`src/rtl/mult_pkg.sv`:
```
// mult_pkg: shared definitions for the pipelined multiplier.
//   - mult_mode_e   : operand signedness selection (11 is reserved, acts as 00)
//   - MULT_LAT_MIN/MAX : legal LATENCY range, checked at elaboration by the top
//   - mode_signs()  : per-operand signedness for a given mode
//   - mode_is_signed(): true when the product is interpreted as two's complement
package mult_pkg;

  typedef enum logic [1:0] {
    MULT_MODE_UU   = 2'b00,
    MULT_MODE_SS   = 2'b01,
    MULT_MODE_SU   = 2'b10,
    MULT_MODE_RSVD = 2'b11
  } mult_mode_e;

  localparam int unsigned MULT_LAT_MIN = 2;
  localparam int unsigned MULT_LAT_MAX = 8;

  // Returns {a_signed, b_signed}.
  function automatic logic [1:0] mode_signs(input mult_mode_e mode);
    logic [1:0] s;
    case (mode)
      MULT_MODE_SS: s = 2'b11;
      MULT_MODE_SU: s = 2'b10;
      default:      s = 2'b00;
    endcase
    return s;
  endfunction

  function automatic logic mode_is_signed(input mult_mode_e mode);
    return |mode_signs(mode);
  endfunction

endpackage

```
`src/rtl/mult_pipelined_multi_valid_line.sv`:
```
// mult_valid_line: DEPTH-deep shift register of {valid, tag} entries that
// tracks in-flight multiplies alongside the datapath.
//   clk, reset_n : clock, synchronous active-low reset (clears every entry)
//   flush_i      : clears all in-flight valid bits; din_i still enters stage 0
//   din_i        : {valid, tag} presented at issue
//   done_o       : valid bit of the last stage
//   pre_valid_o  : valid bit of the stage before last (output-load enable)
//   tag_o        : tag of the last stage, held while no valid entry arrives
//   busy_o       : OR of every valid bit
module mult_valid_line
  import mult_pkg::*;
#(
  parameter int unsigned DEPTH = 5,
  parameter int unsigned W     = 5
) (
  input  logic         clk,
  input  logic         reset_n,
  input  logic         flush_i,
  input  logic [W-1:0] din_i,
  output logic         done_o,
  output logic         pre_valid_o,
  output logic [W-2:0] tag_o,
  output logic         busy_o
);

  logic [W-1:0]     line_q [DEPTH];
  logic [W-1:0]     line_d [DEPTH];
  logic [DEPTH-1:0] valid;

  // A stage only takes a new tag when a valid entry moves into it; otherwise
  // it keeps its old tag with the valid bit cleared. This makes the last
  // stage double as the held tag_out register.
  always_comb begin
    line_d = line_q;
    valid  = '0;

    if (din_i[W-1]) begin
      line_d[0] = din_i;
    end else begin
      line_d[0] = {1'b0, line_q[0][W-2:0]};
    end

    for (int unsigned i = 1; i < DEPTH; i++) begin
      if (line_q[i-1][W-1] && !flush_i) begin
        line_d[i] = line_q[i-1];
      end else begin
        line_d[i] = {1'b0, line_q[i][W-2:0]};
      end
    end

    for (int unsigned i = 0; i < DEPTH; i++) begin
      valid[i] = line_q[i][W-1];
    end
  end

  always_ff @(posedge clk) begin
    if (!reset_n) begin
      for (int unsigned i = 0; i < DEPTH; i++) begin
        line_q[i] <= '0;
      end
    end else begin
      line_q <= line_d;
    end
  end

  assign done_o      = valid[DEPTH-1];
  assign pre_valid_o = valid[DEPTH-2];
  assign tag_o       = line_q[DEPTH-1][W-2:0];
  assign busy_o      = |valid;

endmodule

```
`src/rtl/mult_pipelined_multi.sv`:
```
// mult_pipelined_multi: fully pipelined WIDTH x WIDTH multiplier, one issue
// per cycle, result LATENCY cycles after issue, matched by caller tag.
//   clk, reset_n : clock, synchronous active-low reset
//   start        : issue an operation this cycle (a, b, mode, tag_in sampled)
//   mode         : 00 u*u, 01 s*s, 10 s(a)*u(b), 11 same as 00
//   a, b         : operands
//   tag_in       : caller tag carried with the operation
//   flush        : cancel every in-flight operation (same-cycle start kept)
//   y            : 2*WIDTH product, held between done pulses
//   done         : one-cycle completion pulse
//   tag_out      : tag of the completing operation, held between pulses
//   busy         : any operation in flight
//   ovf          : product does not fit in WIDTH bits; only implemented when
//                  MULT_OVERFLOW_FLAG_EN is defined, otherwise tied to 0
// Pipeline: capture regs -> multiply reg (MREG) -> LATENCY-2 regs (last = y).
module mult_pipelined_multi
  import mult_pkg::*;
#(
  parameter int unsigned WIDTH   = 32,
  parameter int unsigned LATENCY = 5,
  parameter int unsigned TAG_W   = 4
) (
  input  logic               clk,
  input  logic               reset_n,
  input  logic               start,
  input  logic [1:0]         mode,
  input  logic [WIDTH-1:0]   a,
  input  logic [WIDTH-1:0]   b,
  input  logic [TAG_W-1:0]   tag_in,
  input  logic               flush,
  output logic [2*WIDTH-1:0] y,
  output logic               done,
  output logic [TAG_W-1:0]   tag_out,
  output logic               busy,
  output logic               ovf
);

  localparam int unsigned PW    = 2 * WIDTH;
  localparam int unsigned NPROD = LATENCY - 1;

  if (LATENCY < MULT_LAT_MIN || LATENCY > MULT_LAT_MAX) begin : g_bad_latency
    $error("mult_pipelined_multi: LATENCY %0d outside legal range", LATENCY);
  end

  // ---------------------------------------------------------------------------
  // Valid / tag tracking
  // ---------------------------------------------------------------------------
  logic pre_valid;
  logic load_y;

  mult_valid_line #(
    .DEPTH (LATENCY),
    .W     (TAG_W + 1)
  ) u_valid_line (
    .clk         (clk),
    .reset_n     (reset_n),
    .flush_i     (flush),
    .din_i       ({start, tag_in}),
    .done_o      (done),
    .pre_valid_o (pre_valid),
    .tag_o       (tag_out),
    .busy_o      (busy)
  );

  // The output stage loads only for an operation that survives this edge, so
  // a flushed operation never disturbs the held y/ovf.
  assign load_y = pre_valid && !flush;

  // ---------------------------------------------------------------------------
  // Capture stage
  // ---------------------------------------------------------------------------
  logic [WIDTH-1:0] a_q, a_d;
  logic [WIDTH-1:0] b_q, b_d;
  mult_mode_e       mode_q, mode_d;

  always_comb begin
    a_d    = a_q;
    b_d    = b_q;
    mode_d = mode_q;
    if (start) begin
      a_d    = a;
      b_d    = b;
      mode_d = mult_mode_e'(mode);
    end
  end

  // ---------------------------------------------------------------------------
  // Multiply
  // ---------------------------------------------------------------------------
  logic [1:0]    signs;
  logic [WIDTH:0] a_ext, b_ext;
  logic [PW-1:0] a_wide, b_wide;
  logic [PW-1:0] mult_res;

  // Operands are widened to WIDTH+1 bits per their signedness, then
  // sign-extended to PW bits; an unsigned PW x PW multiply truncated to PW
  // bits equals the low PW bits of the signed (WIDTH+1)-bit product.
  always_comb begin
    signs    = mode_signs(mode_q);
    a_ext    = {signs[1] & a_q[WIDTH-1], a_q};
    b_ext    = {signs[0] & b_q[WIDTH-1], b_q};
    a_wide   = {{(WIDTH-1){a_ext[WIDTH]}}, a_ext};
    b_wide   = {{(WIDTH-1){b_ext[WIDTH]}}, b_ext};
    mult_res = a_wide * b_wide;
  end

  // ---------------------------------------------------------------------------
  // Product pipe: index 0 is the multiply register, NPROD-1 is y
  // ---------------------------------------------------------------------------
  logic [PW-1:0] prod_in [NPROD];
  logic [PW-1:0] prod_d  [NPROD];
  logic [PW-1:0] prod_q  [NPROD];

  always_comb begin
    prod_in[0] = mult_res;
    for (int unsigned i = 1; i < NPROD; i++) begin
      prod_in[i] = prod_q[i-1];
    end

    prod_d = prod_in;
    if (!load_y) begin
      prod_d[NPROD-1] = prod_q[NPROD-1];
    end
  end

  always_ff @(posedge clk) begin
    if (!reset_n) begin
      a_q    <= '0;
      b_q    <= '0;
      mode_q <= MULT_MODE_UU;
      for (int unsigned i = 0; i < NPROD; i++) begin
        prod_q[i] <= '0;
      end
    end else begin
      a_q    <= a_d;
      b_q    <= b_d;
      mode_q <= mode_d;
      prod_q <= prod_d;
    end
  end

  assign y = prod_q[NPROD-1];

  // ---------------------------------------------------------------------------
  // Overflow flag
  // ---------------------------------------------------------------------------
`ifdef MULT_OVERFLOW_FLAG_EN
  logic [WIDTH-1:0] res_hi;
  logic             res_lo_msb;
  logic             ovf_in [NPROD];
  logic             ovf_d  [NPROD];
  logic             ovf_q  [NPROD];

  // Flag is derived at the multiply stage, where mode_q still belongs to the
  // operation, and then travels alongside its product.
  always_comb begin
    res_hi     = mult_res[PW-1:WIDTH];
    res_lo_msb = mult_res[WIDTH-1];
    if (mode_is_signed(mode_q)) begin
      ovf_in[0] = (res_hi != {WIDTH{res_lo_msb}});
    end else begin
      ovf_in[0] = (res_hi != '0);
    end
    for (int unsigned i = 1; i < NPROD; i++) begin
      ovf_in[i] = ovf_q[i-1];
    end

    ovf_d = ovf_in;
    if (!load_y) begin
      ovf_d[NPROD-1] = ovf_q[NPROD-1];
    end
  end

  always_ff @(posedge clk) begin
    if (!reset_n) begin
      for (int unsigned i = 0; i < NPROD; i++) begin
        ovf_q[i] <= 1'b0;
      end
    end else begin
      ovf_q <= ovf_d;
    end
  end

  assign ovf = ovf_q[NPROD-1];
`else
  assign ovf = 1'b0;
`endif

endmodule

```
`config.mk`:
```
export PLATFORM = sky130hd
export DESIGN_NAME = mult_pipelined_multi
export DESIGN_NICKNAME = d
export VERILOG_FILES = /design/src/rtl/mult_pkg.sv /design/src/rtl/mult_pipelined_multi_valid_line.sv /design/src/rtl/mult_pipelined_multi.sv
export SDC_FILE = /design/constraint.sdc
export NUM_CORES = 2
export LEC_CHECK = 0
export BUFFER_PORTS_ARGS = -buffer_cell sky130_fd_sc_hd__buf_2
export CAP_MARGIN = 20
export CELL_PAD_IN_SITES_DETAIL_PLACEMENT = 0
export CELL_PAD_IN_SITES_GLOBAL_PLACEMENT = 1
export CORE_MARGIN = 4
export CORE_UTILIZATION = 49
export DETAILED_ROUTE_END_ITERATION = 10
export GPL_ROUTABILITY_DRIVEN = 0
export GPL_TIMING_DRIVEN = 0
export MAX_ROUTING_LAYER = met4
export PLACE_DENSITY_LB_ADDON = 0.1
export SLEW_MARGIN = 20
export SYNTH_ARGS = -nofsm -noshare
export SYNTH_HDL_FRONTEND = slang
export SYNTH_SLANG_ARGS = --single-unit
```
`constraint.sdc`:
```
create_clock -name clk -period 23.9 [get_ports clk]
set_input_delay 3.585 -clock clk [delete_from_list [all_inputs] [get_ports clk]]
set_output_delay 3.585 -clock clk [all_outputs]
set_load 0.02 [all_outputs]
```
==> reports/qor.txt <==
Outcome -> finished clean
Layout Skew -> 0.103 ns
Layout area overhead -> 7.51%
Net switching fraction of the power -> 0.440
Std-Cell Rows -> 115
Die Span Y -> 323 µm
Final WL -> 165000 µm
IO Count -> 145
Avg Inst Size Synth -> 9.18 µm²
Max-slew violations -> 0
Grt met1 use -> 0.420
CP Capture Type -> register
Die X -> 323 µm
P_leak -> 24.7 nW
Most frequent cells in the layout -> inv_1 (1202), fa_1 (1124), nand2_1 (964)
Worst Tran Pin Value -> 1.26 ns
Power per cell area -> 49.2 nW/µm²
Port Buf Inserts -> 142
Crit Path Category -> register to register
YS warnings -> 0
Maximum number of pins on one net before global-route repair -> 25
First-pass GRT wire length -> 246000 µm
Initial antenna violation count -> 18
Fin. Hold Viols -> 0
Final cell count without fillers -> 6827
Nets -> 6905
TNS Setup -> 0 ns
HPWL after DPL -> 137000 µm
Pint -> 1.44 mW
Die area -> 105000 µm²
PostCTS Resize Cnt -> 0
TritonCTS clock tree -> done
Num CTS Buffers -> 39
Slew HR -> 0.160
Utilization after layout -> 0.531
Seq/Total Area, Yosys -> 0.143
DP Cell Count -> 6739
Initial Utilization -> 0.494
Critical path required time -> 24.28 ns
CTS Sinks -> 347
Clk slew on worst S/H paths -> 0.07 ns
Maximum VDD drop -> 0.0563 mV
Ys flop type -> dfxtp_1
Root buffer cell -> clkbuf_16
RSZ-0062 raised after global routing -> no
GR peak layer -> met2
Sequential share of power -> 0.263
Syn nets -> 6722
Clk buf depth -> 3
Detail Route Antenna Nets -> 0
Comb pwr share -> 0.498
Post-synth EDFFs -> 0
Hold crit path type -> register to register
Wirelength per Cell -> 24.1 µm
Total grt overflow -> 0
Tot GR Track Use -> 0.338
Setup Buffers After CTS -> 0
Max Cap Viol -> 0
Largest fanout on the critical path -> 10
Final setup fails -> 0
Core Box Area -> 98600 µm²
Vias in the first global route -> 37900
Signal arrival time at the worst endpoint -> 10.49 ns
H-Tree Level Count -> 2
Drt pass-1 iters -> 5
Max Fclk -> 98.9 MHz
Clock power frac -> 0.239
Sw power -> 1.13 mW
Vias -> 36200
Commonest non-fill, non-tap cell in the layout -> inv_1
Fin crit share -> 0.423
Worst-skew pair later-pin latency -> 0.68 ns
Post-synthesis sequential element count -> 347
Startpoint types -> register
Vias per inst -> 5.30
Drt drc -> 0
Crit path time final -> 10.11 ns
Synth Cell Area -> 48700 µm²
Starting DRT DRC Count -> 2735
Mapped Cells -> 5310
Met3 Track Usage GR -> 0.0914
Total power -> 2.58 mW
Grt met2 use -> 0.508
Post-synth ARST share -> 0
Number of distinct library cells after synthesis -> 68
Hold_buf cts -> 0
Layout cells sized above 1 -> 0.0450
-- flip-flops by register name, indices dropped and copies added, names as in the netlist --
register                  count
prod_d                      128
prod_in                      64
y                            64
a_q                          32
b_q                          32
u_valid_line.line_q          19
u_valid_line.tag_o            4
mode_q                        2
u_valid_line.done_o           1
u_valid_line.pre_valid_o      1
-- per-stage QoR --
step,setup WS (ns),hold slack [ns],area [µm²]
6_report,13.79,0.424,52400
5_1_grt,13.29,0.433,52400
4_1_cts,13.81,0.422,52300
3_5_place_dp,13.84,0.417,51100
3_3_place_gp,13.91,0.413,51000
2_1_floorplan,15.94,0.412,48700
-- cells by family (layout without fill, tap and decap cells) --
group,Yosys count,count (layout),share of synthesized area
fa+ha+maj,1338,1338,0.517
xor+xnor,66,66,0.0119
buf+inv,1528,1735,0.118
simple gates,1660,1660,0.155
mux,89,89,0.0183
flops,347,347,0.143
compound gates,281,281,0.0374
other cells,1,24,0.0000770
-- layout make-up --
type                    count  area, µm²
clock buffers              54       1060
diodes                     23       57.6
inverters                1202       4510
well taps                1287       1610
multi-input cells        3435      36000
repair buffers            142        711
fillers                  9480      46200
clock inverters            11        201
flip-flops and latches    347       6950
plain buffers             326       1270
-- cells in the mapped netlist, types with 4 or more instances --
cell type / instances / share of area
a211oi_1: 5 / 0.00077
a21o_1: 32 / 0.0049
a21oi_1: 139 / 0.014
a31oi_1: 8 / 0.0010
and2_1: 415 / 0.053
and3_1: 11 / 0.0014
and4_1: 4 / 0.00072
buf_1: 10 / 0.00077
buf_2: 6 / 0.00062
buf_4: 6 / 0.00092
clkbuf_1: 304 / 0.023
dfxtp_1: 347 / 0.14
fa_1: 1125 / 0.46
ha_1: 213 / 0.055
inv_1: 1202 / 0.093
mux2i_1: 88 / 0.018
nand2_1: 964 / 0.074
nand2b_1: 12 / 0.0015
nand3_1: 14 / 0.0014
nand4_1: 21 / 0.0027
nor2_1: 174 / 0.013
nor2b_1: 9 / 0.0012
nor3_1: 11 / 0.0011
nor4_1: 5 / 0.00064
o211ai_1: 6 / 0.00092
o21a_1: 4 / 0.00062
o21ai_0: 25 / 0.0026
o21ai_1: 8 / 0.00082
o21bai_1: 9 / 0.0014
o31ai_1: 7 / 0.0011
or2_2: 9 / 0.0012
or3_1: 5 / 0.00064
xnor2_1: 39 / 0.0070
xor2_1: 27 / 0.0049
-- critical path, stage by stage (launching register included) --
cell and delay [ns]:
dfxtp_1 1.06, clkbuf_1 0.69, nand2_1 0.21, inv_1 0.18, fa_1 0.50, fa_1 0.64, fa_2 0.54, inv_1 0.48
fa_1 0.53, inv_1 0.09, fa_1 0.45, fa_1 0.61, inv_1 0.07, fa_1 0.45, fa_1 0.54, inv_1 0.05
ha_1 0.27, clkbuf_1 0.35, and4_1 0.34, and3_1 0.22, nand3_1 0.18, nor2b_1 0.34, o31ai_1 0.13, and2_1 0.19
a31o_2 0.27, mux2i_1 0.14, o311ai_1 0.27
-- power by group through the flow --
stage	Sequential [mW]	Combinational, mW	Clock, mW
4_1_cts	0.677	1.27	0.635
2_1_floorplan	0.673	0.839	0
6_report	0.678	1.28	0.616
3_5_place_dp	0.690	1.26	0
5_1_grt	0.683	1.43	0.653
3_3_place_gp	0.688	1.25	0
-- final timing paths --
kind | startpoint | endpoint | slack, ns | cells past startpoint
worst max-delay path | b_q[0] | prod_d[191] | 13.79 | 26
worst max register to register | b_q[0] | prod_d[191] | 13.79 | 26
worst min register to register | prod_d[149] | prod_d[85] | 0.42 | 1
worst min-delay path | prod_d[149] | prod_d[85] | 0.42 | 1
-- metal layers --
| metal | routed length, µm | share of wire | vias up |
|---|---|---|---|
| li1 | - | - | 15700 |
| met1 | 64500 | 0.39 | 18500 |
| met2 | 72700 | 0.44 | 1596 |
| met3 | 16300 | 0.099 | 412 |
| met4 | 11200 | 0.068 | 0 |
| met5 | 0 | 0 | - |
(Power assumes the default switching activity.)
